$ cat src/rtl/data_mem_arbiter.sv
// rtl/data_mem_arbiter.sv - two-port (CPU/debug) arbiter for the cache_system data port
// One latched transaction at a time; CPU has priority unless the debug port has been starved.
module data_mem_arbiter #(
  parameter int STARVE_LIMIT = 4,
  parameter int TIMEOUT      = 255
) (
  input  logic        clk,
  input  logic        reset,
  input  logic        c_read_en,
  input  logic        c_write_en,
  input  logic [31:0] c_addr,
  input  logic [31:0] c_wdata,
  input  logic [1:0]  c_control,
  output logic [31:0] c_rdata,
  output logic        c_busywait,
  input  logic        d_read_en,
  input  logic        d_write_en,
  input  logic [31:0] d_addr,
  input  logic [31:0] d_wdata,
  input  logic [1:0]  d_control,
  output logic [31:0] d_rdata,
  output logic        d_busywait,
  output logic        mem_read_en,
  output logic        mem_write_en,
  output logic [31:0] mem_addr,
  output logic [31:0] mem_wdata,
  output logic [1:0]  mem_control,
  input  logic [31:0] mem_rdata,
  input  logic        mem_busywait,
  output logic        owner,
  output logic        timeout_err
);

  typedef enum logic [1:0] {
    IDLE     = 2'd0,
    BUSY     = 2'd1,
    COMPLETE = 2'd2
  } state_t;

  localparam logic [7:0] STARVE_MAX   = 8'(STARVE_LIMIT);
  localparam logic [7:0] TIMEOUT_LAST = 8'(TIMEOUT - 1);

  state_t     state;
  state_t     state_next;
  logic [7:0] starve_cnt;
  logic [7:0] timeout_cnt;
  logic       c_req;
  logic       d_req;
  logic       grant_d;
  logic       mem_done;
  logic       mem_abort;

  assign c_req = c_read_en | c_write_en;
  assign d_req = d_read_en | d_write_en;

  // A requester is released only during the COMPLETE cycle of its own grant.
  assign c_busywait = c_req & ~((state == COMPLETE) & ~owner);
  assign d_busywait = d_req & ~((state == COMPLETE) & owner);

  always_comb begin
    state_next = state;
    grant_d    = d_req & (~c_req | (starve_cnt == STARVE_MAX));
    mem_done   = (state == BUSY) & ~mem_busywait;
    mem_abort  = (state == BUSY) & mem_busywait & (timeout_cnt == TIMEOUT_LAST);
    case (state)
      IDLE:     if (c_req | d_req) state_next = BUSY;
      BUSY:     if (mem_done | mem_abort) state_next = COMPLETE;
      COMPLETE: state_next = IDLE;
      default:  state_next = IDLE;
    endcase
  end

  always_ff @(posedge clk) begin
    if (reset) state <= IDLE;
    else       state <= state_next;
  end

  always_ff @(posedge clk) begin
    if (reset) begin
      mem_read_en  <= 1'b0;
      mem_write_en <= 1'b0;
      mem_addr     <= 32'd0;
      mem_wdata    <= 32'd0;
      mem_control  <= 2'd0;
      c_rdata      <= 32'd0;
      d_rdata      <= 32'd0;
      owner        <= 1'b0;
      timeout_err  <= 1'b0;
      starve_cnt   <= 8'd0;
      timeout_cnt  <= 8'd0;
    end else begin
      case (state)
        IDLE: begin
          timeout_cnt <= 8'd0;
          if (c_req | d_req) begin
            owner <= grant_d;
            // Both enables high on one port is a write.
            if (grant_d) begin
              mem_addr     <= d_addr;
              mem_wdata    <= d_wdata;
              mem_control  <= d_control;
              mem_write_en <= d_write_en;
              mem_read_en  <= d_read_en & ~d_write_en;
            end else begin
              mem_addr     <= c_addr;
              mem_wdata    <= c_wdata;
              mem_control  <= c_control;
              mem_write_en <= c_write_en;
              mem_read_en  <= c_read_en & ~c_write_en;
            end
          end
          // D idle or granted resets the count; a CPU grant over a waiting D bumps it.
          if (~d_req | grant_d) starve_cnt <= 8'd0;
          else                  starve_cnt <= starve_cnt + 8'd1;
        end
        BUSY: begin
          if (mem_done) begin
            mem_read_en  <= 1'b0;
            mem_write_en <= 1'b0;
            if (mem_read_en) begin
              if (owner) d_rdata <= mem_rdata;
              else       c_rdata <= mem_rdata;
            end
          end else if (mem_abort) begin
            mem_read_en  <= 1'b0;
            mem_write_en <= 1'b0;
            timeout_err  <= 1'b1;
            if (owner) d_rdata <= 32'd0;
            else       c_rdata <= 32'd0;
          end else begin
            timeout_cnt <= timeout_cnt + 8'd1;
          end
        end
        COMPLETE: begin
          mem_read_en  <= 1'b0;
          mem_write_en <= 1'b0;
          timeout_cnt  <= 8'd0;
        end
        default: begin
          mem_read_en  <= 1'b0;
          mem_write_en <= 1'b0;
        end
      endcase
    end
  end

endmodule
$ cat config.mk
export PLATFORM = sky130hd
export DESIGN_NAME = data_mem_arbiter
export DESIGN_NICKNAME = d
export VERILOG_FILES = /design/src/rtl/data_mem_arbiter.sv
export SDC_FILE = /design/constraint.sdc
export NUM_CORES = 1
export LEC_CHECK = 0
export BUFFER_PORTS_ARGS = -buffer_cell sky130_fd_sc_hd__buf_2
export CAP_MARGIN = 20
export CORE_MARGIN = 4
export CORE_UTILIZATION = 25
export DETAILED_ROUTE_END_ITERATION = 10
export PLACE_DENSITY = 0.58
export SKIP_LAST_GASP = 1
export SLEW_MARGIN = 20
export SYNTH_ARGS = -nofsm -noshare
export SYNTH_HDL_FRONTEND = slang
export SYNTH_SLANG_ARGS = --single-unit
export TNS_END_PERCENT = 10
$ cat constraint.sdc
create_clock -name clk -period 5.7 [get_ports clk]
set_input_delay 0.285 -clock clk [delete_from_list [all_inputs] [get_ports clk]]
set_output_delay 0.285 -clock clk [all_outputs]
set_load 0.05 [all_outputs]
Yosys cells after proc, flatten, opt, wreduce, memory -nomap -nowiden --
Index checks and enable logic that the tools add are counted.
Word-level totals: output and inout bits 136, RAM bits 0, register bits after elaboration 152, bits in latches 0, memories 0, ROM bits 0, bits of input ports 171, word-level logic and storage cells 88
Cells by class: equal/unequal tests 10, div/mod/pow operators 0, shifts and indexed selects 0, muxes and demuxes 28, multiply operators 0, bitwise operators 25, add/subtract/negate cells 2, $lt $le $gt $ge 0, reductions and logical operators 11
Operator list (number):
- 32-bit two-way mux | 12
- 8-bit two-way mux | 3
- 8-bit by 1-bit adder with 8-bit output (second input constant) | 2
- 8-bit one-hot mux with 2 select lines | 1
- 1-bit bitwise AND | 10
- 1-bit NOT | 9
- 8-bit by 3-bit == test with 1-bit output (second input constant) | 1
- 8-bit == test (second input constant) | 1
- 2-bit inequality test (second input constant) | 4
- 4-bit AND reduction | 2
- 1-bit two-way mux | 6
- 2-bit two-way mux | 3
- 1-bit bitwise OR | 6
- 2-bit AND reduction | 3
- 3-bit AND reduction | 2
- 1-bit one-hot mux with 2 select lines | 2
- 2-bit one-hot mux with 2 select lines | 1
- 2-bit nonzero test | 2
- 3-bit inequality test (second input constant) | 1
- 2-bit by 1-bit == test with 1-bit output (second input constant) | 1
- 2-bit == test (second input constant) | 1
- 2-bit logical NOT | 1
- 2-bit by 1-bit inequality test with 1-bit output (second input constant) | 1
- 2-bit OR reduction | 1

Longest topological paths before layout --
word-level depth 7, depth in mapped cells 9, gate-level depth less buffers 6

Worst setup path after synthesis --
No wires, ideal clock.
path type register to register, from reg starve_cnt[0], to reg mem_addr[11], setup time 88 ps, arrival 2298 ps, cell stages (with the launch flop) 10, period minus slack after synthesis 2386 ps, path buffers 3, data required time 5612 ps, path slack 3314 ps, path through dfxtp_1 inv_1 ha_1 or4b_1 or4b_1 buf_2 buf_6 buf_6 mux2_4 nor4_2
Between the ends: longest elaborated chain between the ends 4
RTL lines:
- from (decl) | RTL line 45 | logic [7:0] starve_cnt;
- from (signal assigned) | RTL line 114 | else starve_cnt <= starve_cnt + 8'd1;
- 8-bit by 3-bit == test with 1-bit output | RTL line 62 | grant_d = d_req & (~c_req | (starve_cnt == STARVE_MAX));
- 1-bit bitwise OR | RTL line 62
- 1-bit bitwise AND | RTL line 62
- 32-bit two-way mux | RTL line 98 | if (grant_d) begin
- to (signal assigned) | RTL line 99 | mem_addr <= d_addr;
- to (signal assigned) | RTL line 105 | mem_addr <= c_addr;
- to (decl) | RTL line 25 | output logic [31:0] mem_addr,
No other way between the ends. A chain may end at the register's enable or synchronous reset.

Worst setup path in the final report --
from reg starve_cnt[0], to reg mem_wdata[9]
Between the ends: longest elaborated chain between the ends 4
RTL lines:
- 8-bit by 3-bit == test with 1-bit output | RTL line 62
- 1-bit bitwise OR | RTL line 62
- 1-bit bitwise AND | RTL line 62
- 32-bit two-way mux | RTL line 98
- to (signal assigned) | RTL line 100 | mem_wdata <= d_wdata;
- to (signal assigned) | RTL line 106 | mem_wdata <= c_wdata;
- to (decl) | RTL line 26 | output logic [31:0] mem_wdata,
No other way between the ends.

==> impl_metrics.ini <==
[status]
status = finished clean

[route]
ant_nets = 0
post_drt_via_cell_ratio = 5.26
vias = 7796
firstDrtPassIters = 5
wl_um = 26700
drtIter0Drc = 588
drc_errors = 0
detail_route.wl_per_cell_um = 18.1

[worst_setup_path]
rrSetupSlack_ps = 2880
crit_required_ps = 6010
start_kind = flip-flop
worstSetupPathType = flip-flop to flip-flop
crit_arrival_ps = 3130
crit_path_max_fanout = 69
endpoint_kind = flip-flop

[global_route]
grt.total_usage_pct = 15.8
met1_usage_pct = 20.2
use_met3_pct = 3.15
grt_first_pass_wirelength_um = 42400
antenna_found_initial = 6
top_usage_layer = met2
met2_usage_pct = 25.6
grt_overflow_total = 0
grt_pass1_vias = 7623
grt_max_degree = 84

[cts]
cts-resized-gates = 0
clk_path_buf_depth = 2
ctsHtreeMaxLevel = 4
root_buffer = clkbuf_16
clock_latency_ps = 430
cts_buffers = 17
cts_tree = done
path_clk_slew_ps = 60
cts_sinks = 152
post_cts_buffers = 0
holdBufCountCts = 0

[layout]
nNetsFinal = 1253
final_common_cell = buf_2
design_area_um2 = 9810
drive_gt1_share_pct = 40.1
fillerInstances = 3056
final_cell_mix = buf_2 (306), dfxtp_1 (152), nor3_1 (134)
syn_to_final_growth_pct = 33.2

[synthesis]
synth_area_um2 = 7360
ys_warn_count = 0
synth_edf_count = 0
ys_ff_latch = 152
yosysUniqueCellTypes = 44
synthArstFlopShare_pct = 0
synth-seq-area-share_pct = 41.3
synthFlopType = dfxtp_1
syn_inst = 831
syn-num-nets = 1006
avgSynthCellArea_um2 = 8.86

[job]
maxCapViolations = 0

[power_and_ir_drop]
pwr_density_cell_nw_per_um2 = 315
power.switching_w = 0.00101
seqPwrFrac_pct = 37.8
p_comb_share_pct = 23.4
ir_drop_v = 0.000191
power.leakage_nw = 4.18
power.total_w = 0.00309
swShare_pct = 32.5
clkPwrFrac_pct = 38.8
p_int_w = 0.00209

[timing]
finalCritPeriodShare_pct = 49.5
finalSetupTns_ps = 0
setup_viol_count_final = 0
finalHoldViolations = 0
final_max_slew_viol_count = 0
rsz0062_at_grt = no
fmax_ghz = 0.355
worst_pin_slew_ps = 1070
fin_skew_ps = 12.3
fin_crit_ps = 2820
slew_headroom_pct = 28.9

[floorplanning]
ios = 307
die_y_um = 180
die-area_um2 = 32300
initial_utilization_pct = 25.5
die_w_um = 180
core_um2 = 28900
num_rows = 62

[hold_path]
hp-class = primary input to flip-flop

[placement]
dpl.hpwl_um = 17800
port_buffers = 306
gp_congestion = 0.789
dpl_cell_area_um2 = 9170
[final cells by class]
| class | instances | area (um2) | share of cell area [%] |
|---|---|---|---|
| well taps | 384 | 480 | 4.90 |
| inverters | 8 | 30.0 | 0.306 |
| diodes | 6 | 15.0 | 0.153 |
| multi-input cells | 581 | 3990 | 40.7 |
| repair buffers | 318 | 1620 | 16.5 |
| clock inverters | 10 | 140 | 1.43 |
| flip-flops and latches | 152 | 3040 | 31.0 |
| clock buffers | 22 | 484 | 4.94 |
[Yosys cell counts (all sizes together) (2+ instances only)]
cell type	instances	share of area, %
nand3	6	0.41
o211ai	2	0.20
or3	3	0.25
o21ai	6	0.41
mux2	66	10
xor2	4	0.48
xnor2	5	0.59
nand2	12	0.61
dfxtp	152	41
o22ai	66	5.6
nand2b	6	0.51
a32o	65	8.8
or4b	3	0.41
clkbuf	78	4.0
o31ai	2	0.20
ha	4	0.68
nand4	4	0.34
a31oi	4	0.42
or2	3	0.25
a21oi	14	0.95
a211oi	3	0.31
inv	8	0.41
buf	12	0.92
nor4	68	6.4
nor2	86	4.4
nor3	137	9.3
[critical path, stage by stage (launching register included)]
cell,delay [ps]
dfxtp_1,350
inv_1,70
ha_1,120
or4b_1,460
or4b_4,910
mux2_2,460
nor4_1,250
[cells by family after synthesis]
logic type | synth area share [%]
muxes | 10.6
adders and majority gates | 0.680
DFF | 41.3
and+or+nand+nor | 23.6
buffers and inverters | 5.30
AOI/OAI and AO/OA | 17.4
xor gates and xnor gates | 1.07
[state kept, by name, summed over array words and instances (netlist names)]
name / flops
c_rdata: 32
d_rdata: 32
mem_addr: 32
mem_control: 2
mem_read_en: 1
mem_wdata: 32
mem_write_en: 1
owner: 1
starve_cnt: 8
state: 2
timeout_cnt: 8
timeout_err: 1
[through the flow]
stage / hold WS [ps] / cells / util (%) / setup WS (ps)
after global placement: 442 / 1443 / 31.8 / 2690
after global routing: 96.3 / 1481 / 34.0 / 2700
after floorplan: 440 / 831 / - / 3310
final: 115 / 1481 / 34.0 / 2880
after CTS: 84.8 / 1475 / 33.9 / 2910
after detailed placement: 448 / 1443 / 31.8 / 2610
[worst paths after layout]
path | start | endpoint | depth (start not counted)
worst max-delay path | starve_cnt[0] | mem_wdata[9] | 6
worst min-delay path | mem_rdata[28] | c_rdata[28] | 2
worst max register to register | starve_cnt[0] | mem_wdata[9] | 6
worst min register to register | d_rdata[14] | d_rdata[14] | 1
[power by group through the flow]
stage | combinational, W | sequential (W) | clock, W
CTS | 0.000725 | 0.00117 | 0.00124
detailed placement | 0.000724 | 0.00119 | 0
floorplan | 0.000301 | 0.00139 | 0
global placement | 0.000716 | 0.00119 | 0
finish | 0.000725 | 0.00117 | 0.00120
global route | 0.000780 | 0.00117 | 0.00128
[routing by layer]
layer  wire [um]  share of wire, %
met1       11500                43
met2       12800                48
met3        1290               4.8
met4        1110               4.1
met5           0                 0
Note: power is estimated with default switching activity, not from simulation.
